$ cat src/rtl/point_cloud_loader.sv
// point_cloud_loader: packs an (x,y,z) point stream into the x/y/z BRAMs over port B,
// writes the count header and start flag, then waits for and clears the filter's done flag.
module point_cloud_loader #(
    parameter int N          = 16,
    parameter int MAX_POINTS = 4096
) (
    input  logic             clock,
    input  logic             reset,
    input  logic             s_valid,
    output logic             s_ready,
    input  logic [N-1:0]     s_x,
    input  logic [N-1:0]     s_y,
    input  logic [N-1:0]     s_z,
    input  logic             s_last,
    output logic [31:0]      addr_x,
    output logic [31:0]      addr_y,
    output logic [31:0]      addr_z,
    output logic [8*N-1:0]   write_in_x,
    output logic [8*N-1:0]   write_in_y,
    output logic [8*N-1:0]   write_in_z,
    input  logic [8*N-1:0]   read_out_z,
    output logic             en_x,
    output logic             en_y,
    output logic             en_z,
    output logic [15:0]      we_x,
    output logic [15:0]      we_y,
    output logic [15:0]      we_z,
    output logic             busy,
    output logic             done,
    output logic [31:0]      point_count,
    output logic             overflow
);
    localparam int W = 8 * N;

    typedef enum logic [2:0] {IDLE, ACCEPT, FLUSH, HDR_X, HDR_Y, WAIT_DONE, CLR_Z, DONE} state_t;

    state_t         state, state_n;
    logic [2:0]     lane;
    logic [31:0]    word;
    logic [W-1:0]   buf_x, buf_y, buf_z;
    logic [W-1:0]   pack_x, pack_y, pack_z;
    logic           primed;
    logic           hs, store, partial, wr;
    logic [31:0]    count, word_addr;
    logic           unused_z;

    assign unused_z = ^read_out_z[W-1:32];
    assign busy     = state != IDLE;
    assign done     = state == DONE;

    always_comb begin
        s_ready   = !reset && (state == IDLE || state == ACCEPT);
        hs        = s_valid && s_ready;
        count     = state == IDLE ? 32'd0 : point_count;
        store     = hs && count < 32'(MAX_POINTS);
        // buffer still holds points after this handshake -> a flush word is needed
        partial   = store ? lane != 3'd7 : lane != 3'd0;
        wr        = (store && lane == 3'd7) || state == FLUSH;
        word_addr = (word + 32'd1) << 4;
        pack_x    = buf_x;
        pack_y    = buf_y;
        pack_z    = buf_z;
        pack_x[lane*N +: N] = s_x;
        pack_y[lane*N +: N] = s_y;
        pack_z[lane*N +: N] = s_z;
    end

    always_comb begin
        state_n = state;
        case (state)
            IDLE, ACCEPT: if (hs) state_n = s_last ? (partial ? FLUSH : HDR_X) : ACCEPT;
            FLUSH:        state_n = HDR_X;
            HDR_X:        state_n = HDR_Y;
            HDR_Y:        state_n = WAIT_DONE;
            WAIT_DONE:    if (primed && read_out_z[31:0] == 32'h0000_0FFF) state_n = CLR_Z;
            CLR_Z:        state_n = DONE;
            default:      state_n = IDLE;
        endcase
    end

    always_ff @(posedge clock) begin
        if (reset) state <= IDLE;
        else       state <= state_n;
    end

    always_ff @(posedge clock) begin
        if (reset) begin
            {addr_x, addr_y, addr_z}             <= '0;
            {write_in_x, write_in_y, write_in_z} <= '0;
            {en_x, en_y, en_z}                   <= '0;
            {we_x, we_y, we_z}                   <= '0;
            {buf_x, buf_y, buf_z}                <= '0;
            lane        <= '0;
            word        <= '0;
            primed      <= 1'b0;
            point_count <= '0;
            overflow    <= 1'b0;
        end else begin
            {addr_x, addr_y, addr_z}             <= '0;
            {write_in_x, write_in_y, write_in_z} <= '0;
            {en_x, en_y, en_z}                   <= '0;
            {we_x, we_y, we_z}                   <= '0;
            if (hs && state == IDLE) overflow <= 1'b0;
            if (store) point_count <= count + 32'd1;
            else if (hs) overflow <= 1'b1;
            if (wr) begin
                {addr_x, addr_y, addr_z} <= {3{word_addr}};
                write_in_x <= state == FLUSH ? buf_x : pack_x;
                write_in_y <= state == FLUSH ? buf_y : pack_y;
                write_in_z <= state == FLUSH ? buf_z : pack_z;
                {en_x, en_y, en_z} <= 3'b111;
                {we_x, we_y, we_z} <= {3{16'hFFFF}};
                {buf_x, buf_y, buf_z} <= '0;
                lane <= '0;
                word <= word + 32'd1;
            end else if (store) begin
                buf_x <= pack_x;
                buf_y <= pack_y;
                buf_z <= pack_z;
                lane  <= lane + 3'd1;
            end
            case (state)
                HDR_X: begin
                    en_x       <= 1'b1;
                    we_x       <= 16'h000F;
                    write_in_x <= W'(point_count);
                end
                HDR_Y: begin
                    en_y       <= 1'b1;
                    we_y       <= 16'h000F;
                    write_in_y <= W'(1);
                    en_z       <= 1'b1;
                    primed     <= 1'b0;
                end
                WAIT_DONE: begin
                    // read request is on the bus from the first WAIT_DONE cycle,
                    // so read data is trusted from the second cycle on
                    en_z   <= 1'b1;
                    primed <= 1'b1;
                    if (state_n == CLR_Z) we_z <= 16'h000F;
                end
                DONE:    word <= '0;
                default: ;
            endcase
        end
    end
endmodule

$ cat config.mk
export PLATFORM = sky130hd
export DESIGN_NAME = point_cloud_loader
export DESIGN_NICKNAME = d
export VERILOG_FILES = /design/src/rtl/point_cloud_loader.sv
export SDC_FILE = /design/constraint.sdc
export NUM_CORES = 2
export LEC_CHECK = 0
export CAP_MARGIN = 20
export CORE_ASPECT_RATIO = 0.8
export CORE_MARGIN = 4
export CORE_UTILIZATION = 30
export CTS_BUF_LIST = sky130_fd_sc_hd__clkbuf_2 sky130_fd_sc_hd__clkbuf_4 sky130_fd_sc_hd__clkbuf_8
export CTS_CLUSTER_DIAMETER = 40
export DETAILED_ROUTE_END_ITERATION = 10
export PLACE_DENSITY = 0.56
export SYNTH_ARGS = -nofsm -noshare
export SYNTH_HDL_FRONTEND = slang
export SYNTH_SLANG_ARGS = --single-unit
export TNS_END_PERCENT = 5
$ cat constraint.sdc
create_clock -name clock -period 7.5 [get_ports clock]
set_clock_uncertainty 0.2 [all_clocks]
set_input_delay 1.125 -clock clock [delete_from_list [all_inputs] [get_ports clock]]
set_output_delay 1.125 -clock clock [all_outputs]
set_load 0.005 [all_outputs]
==> reports/results.txt <==
status: complete, no violations
final wirelength: 121900 um
GP Congestion: 0.8165
Via density: 4.777
Synth top area share: 50.75%
Reg clk slew, reported paths: 0.07 ns
postcts setup bufs: 0
first-pass GRT wire length: 181400 um
gr ovfl total: 0
largest family of logic cells by synthesized area: simple AND/OR/NAND/NOR gates
simple-gate share of the synthesized area: 21.09%
setup_tns: 0 ns
Max-slew headroom: 24.85%
Starting Density: 30.37%
Tmin final: 4.343 ns
final std cells w/o fill: 6029
final period utilization: 57.91%
commonest non-fill, non-tap cell in the layout: dfxtp_1
RSZ-0062 raised after global routing: false
CTS resizes: 0
sw frac: 25.44%
Yosys cell types: 70
CTS H-tree depth: 4
Post-Syn Area: 34360 um^2
Mean Syn Cell Area: 8.577 um^2
worst path cell trace: inv_1 > ha_1 > ha_1 > o31a_1 > nand3_4 > buf_4 > a21oi_1 > nor2_1
xor and xnor area share after synthesis: 0.6883%
die area: 120000 um^2
die height: 310.7 um
Worst setup EP type: register
routed wl met3: 9479 um
Pleak: 15.44 nW
final hold vios: 0
CP Data Arrival Time: 4.83 ns
post-synthesis adder-cell area fraction: 0.3277%
GRT Total Usage: 19.77%
nets: 4587
CP most frequent cell: ha_1
wl on met1: 54420 um
DP HPWL: 80410 um
Reg power frac: 46.2%
Synth area leaders: dfxtp_1 51%, mux2i_1 12%, nand2_1 9.0%
Hold WS: 0.2445 ns
maximum vdd drop: 0.1367 mV
Slowest cell on crit path: dfxtp_1
fmax: 230.3 MHz
CP Launch Type: register
share of cells above drive strength 1: 8.197%
# IOs: 747
cell taking the most area after synthesis: dfxtp_1
placed instance count: 5754
yosys warns: 0
Antenna Nets Post-Route: 0
CTS Hold Bufs: 0
clk_lat worst skew: 0.88 ns
post-synthesis mux area share: 11.86%
clock sink count: 871
Post-synth ARST share: 0%
Largest stage delay, worst path: 0.84 ns
Root Buffer: clkbuf_8
total of max-cap violations: 0
DR vias: 28800
area of all placed cells without fillers: 44110 um^2
predominant post-synthesis flop cell: dfxtp_1
first-iteration detailed-routing DRC count: 1805
TritonRoute pass-1 iters: 7
Yosys reg bits: 871
critical path class: reg2reg
Worst-Margin Slew: 1.127 ns
sw power: 0.002580 W
cell area after placement: 40730 um^2
Logic pwr share: 6.4%
clock share of power: 47.4%
P per Cell Area: 229.9 nW/um^2
CTS tree: yes
Required @ worst endpoint: 7.99 ns
P_int: 0.007561 W
fin. max-slew vios: 0
# port buffers: 638
maximum clock path buffer count: 3
cts bufs inserted: 154
number of synthesized flops with an enable pin: 0
Top delay family on crit path: compound AO/OA/AOI/OAI gates
top layer in use: met4
endpoints failing setup: 0
worst-path fanout max: 56
metal2 WL: 56030 um
largest net degree at the start of global routing: 164
Layout area overhead: 28.39%
worst min path class: reg2reg
Seq/Total Area, Yosys: 50.75%
Compound-Gate Fraction of Synth Area: 7.804%
initial antenna violation count: 3
Gate Count Post-Synth: 4006
DRC errors left: 0
Crit path buffers/inverters: 2
Die Wd: 386.4 um
most frequent cells in the layout: 871 x dfxtp_1, 823 x nand2_1, 638 x clkdlybuf4s50_1, 538 x nor2_1, 411 x a21oi_1
vias in the first global route: 27930
Row Count: 110
Avg WL per Cell: 20.22 um
core area: 113100 um^2
==> Yosys cell counts, drive strengths merged, types with 2 or more instances <==
cell / number
a211oi: 2
a21oi: 413
a31oi: 2
and2: 5
and3: 31
and3b: 2
and4: 2
buf: 315
clkbuf: 144
clkinv: 2
dfxtp: 871
ha: 9
inv: 12
mux2: 5
mux2i: 401
nand2: 826
nand2b: 3
nand3: 201
nand3b: 3
nand4: 12
nand4b: 4
nand4bb: 2
nor2: 540
nor2b: 4
nor3: 14
nor3b: 2
nor4: 12
nor4b: 2
o211a: 2
o211ai: 5
o21ai: 61
o22ai: 2
o311ai: 2
o31a: 2
o31ai: 8
or2: 6
or3: 24
or4: 15
xnor2: 10
xor2: 17
==> power groups by stage <==
stage | logic (W) | clock network, W | registers [W]
floorplan | 0.000398 | 0 | 0.00477
global placement | 0.000650 | 0 | 0.00478
detailed placement | 0.000651 | 0 | 0.00478
CTS | 0.000653 | 0.00495 | 0.00468
global route | 0.000696 | 0.00518 | 0.00468
finish | 0.000647 | 0.00481 | 0.00468
==> flip-flops by register name (all words and copies together) (netlist names) <==
register and cells:
write_in_y 128, buf_y 128, we_y 2, buf_x 128, we_x 2, en_z 1
we_z 2, write_in_z 128, word 28, lane 3, write_in_x 128, addr_z 28
primed 1, point_count 32, state 3, buf_z 128, overflow 1
==> cells by family after synthesis <==
kind of cell	count (synthesis)
multiplexers	406
buffers and inverters	473
AO/OA/AOI/OAI	507
AND/OR/NAND/NOR	1712
other	1
XOR/XNOR	27
adder cells (fa/ha/maj)	9
flip-flops	871
==> per-stage QoR <==
stage | total power [W] | worst slack [ns] | util, %
finish | 0.01014 | 3.157 | 38.99
global placement | 0.005432 | 2.593 | 36.00
floorplan | 0.005169 | 4.614 | -
detailed placement | 0.005433 | 2.540 | 36.00
CTS | 0.01028 | 3.173 | 38.99
global route | 0.01056 | 2.949 | 38.99
==> worst paths after layout <==
path	from	endpoint	slack (ns)	depth (start not counted)
min	buf_z[23]	write_in_z[23]	0.24	2
min reg2reg	buf_z[23]	write_in_z[23]	0.24	2
max	lane[0]	write_in_x[36]	3.16	8
max reg2reg	lane[0]	write_in_x[36]	3.16	8
==> routing by layer <==
layer	up-vias	global-route usage (%)
met5	-	0
met4	0	4.913
met1	13840	26.10
met2	887	31.68
met3	148	5.747
li1	13930	-
==> layout make-up <==
cell class	instances	area [um^2]
inverter	14	52.55
multi-input combinational	2673	14540
tap	1512	1892
fill	11490	69020
clock buffer	224	2820
antenna	3	7.507
timing repair buffer	684	6807
sequential	871	17440
clock inverter	48	556.8
==> tightest hold or removal path, delay by kind of cell, from the launching register on <==
kind / cells / cell delay, ns
AOI/OAI and AO/OA: 1 / 0.05
and+or+nand+nor: 1 / 0.05
DFF: 1 / 0.31
No activity file was read; power rests on OpenSTA's default activity.
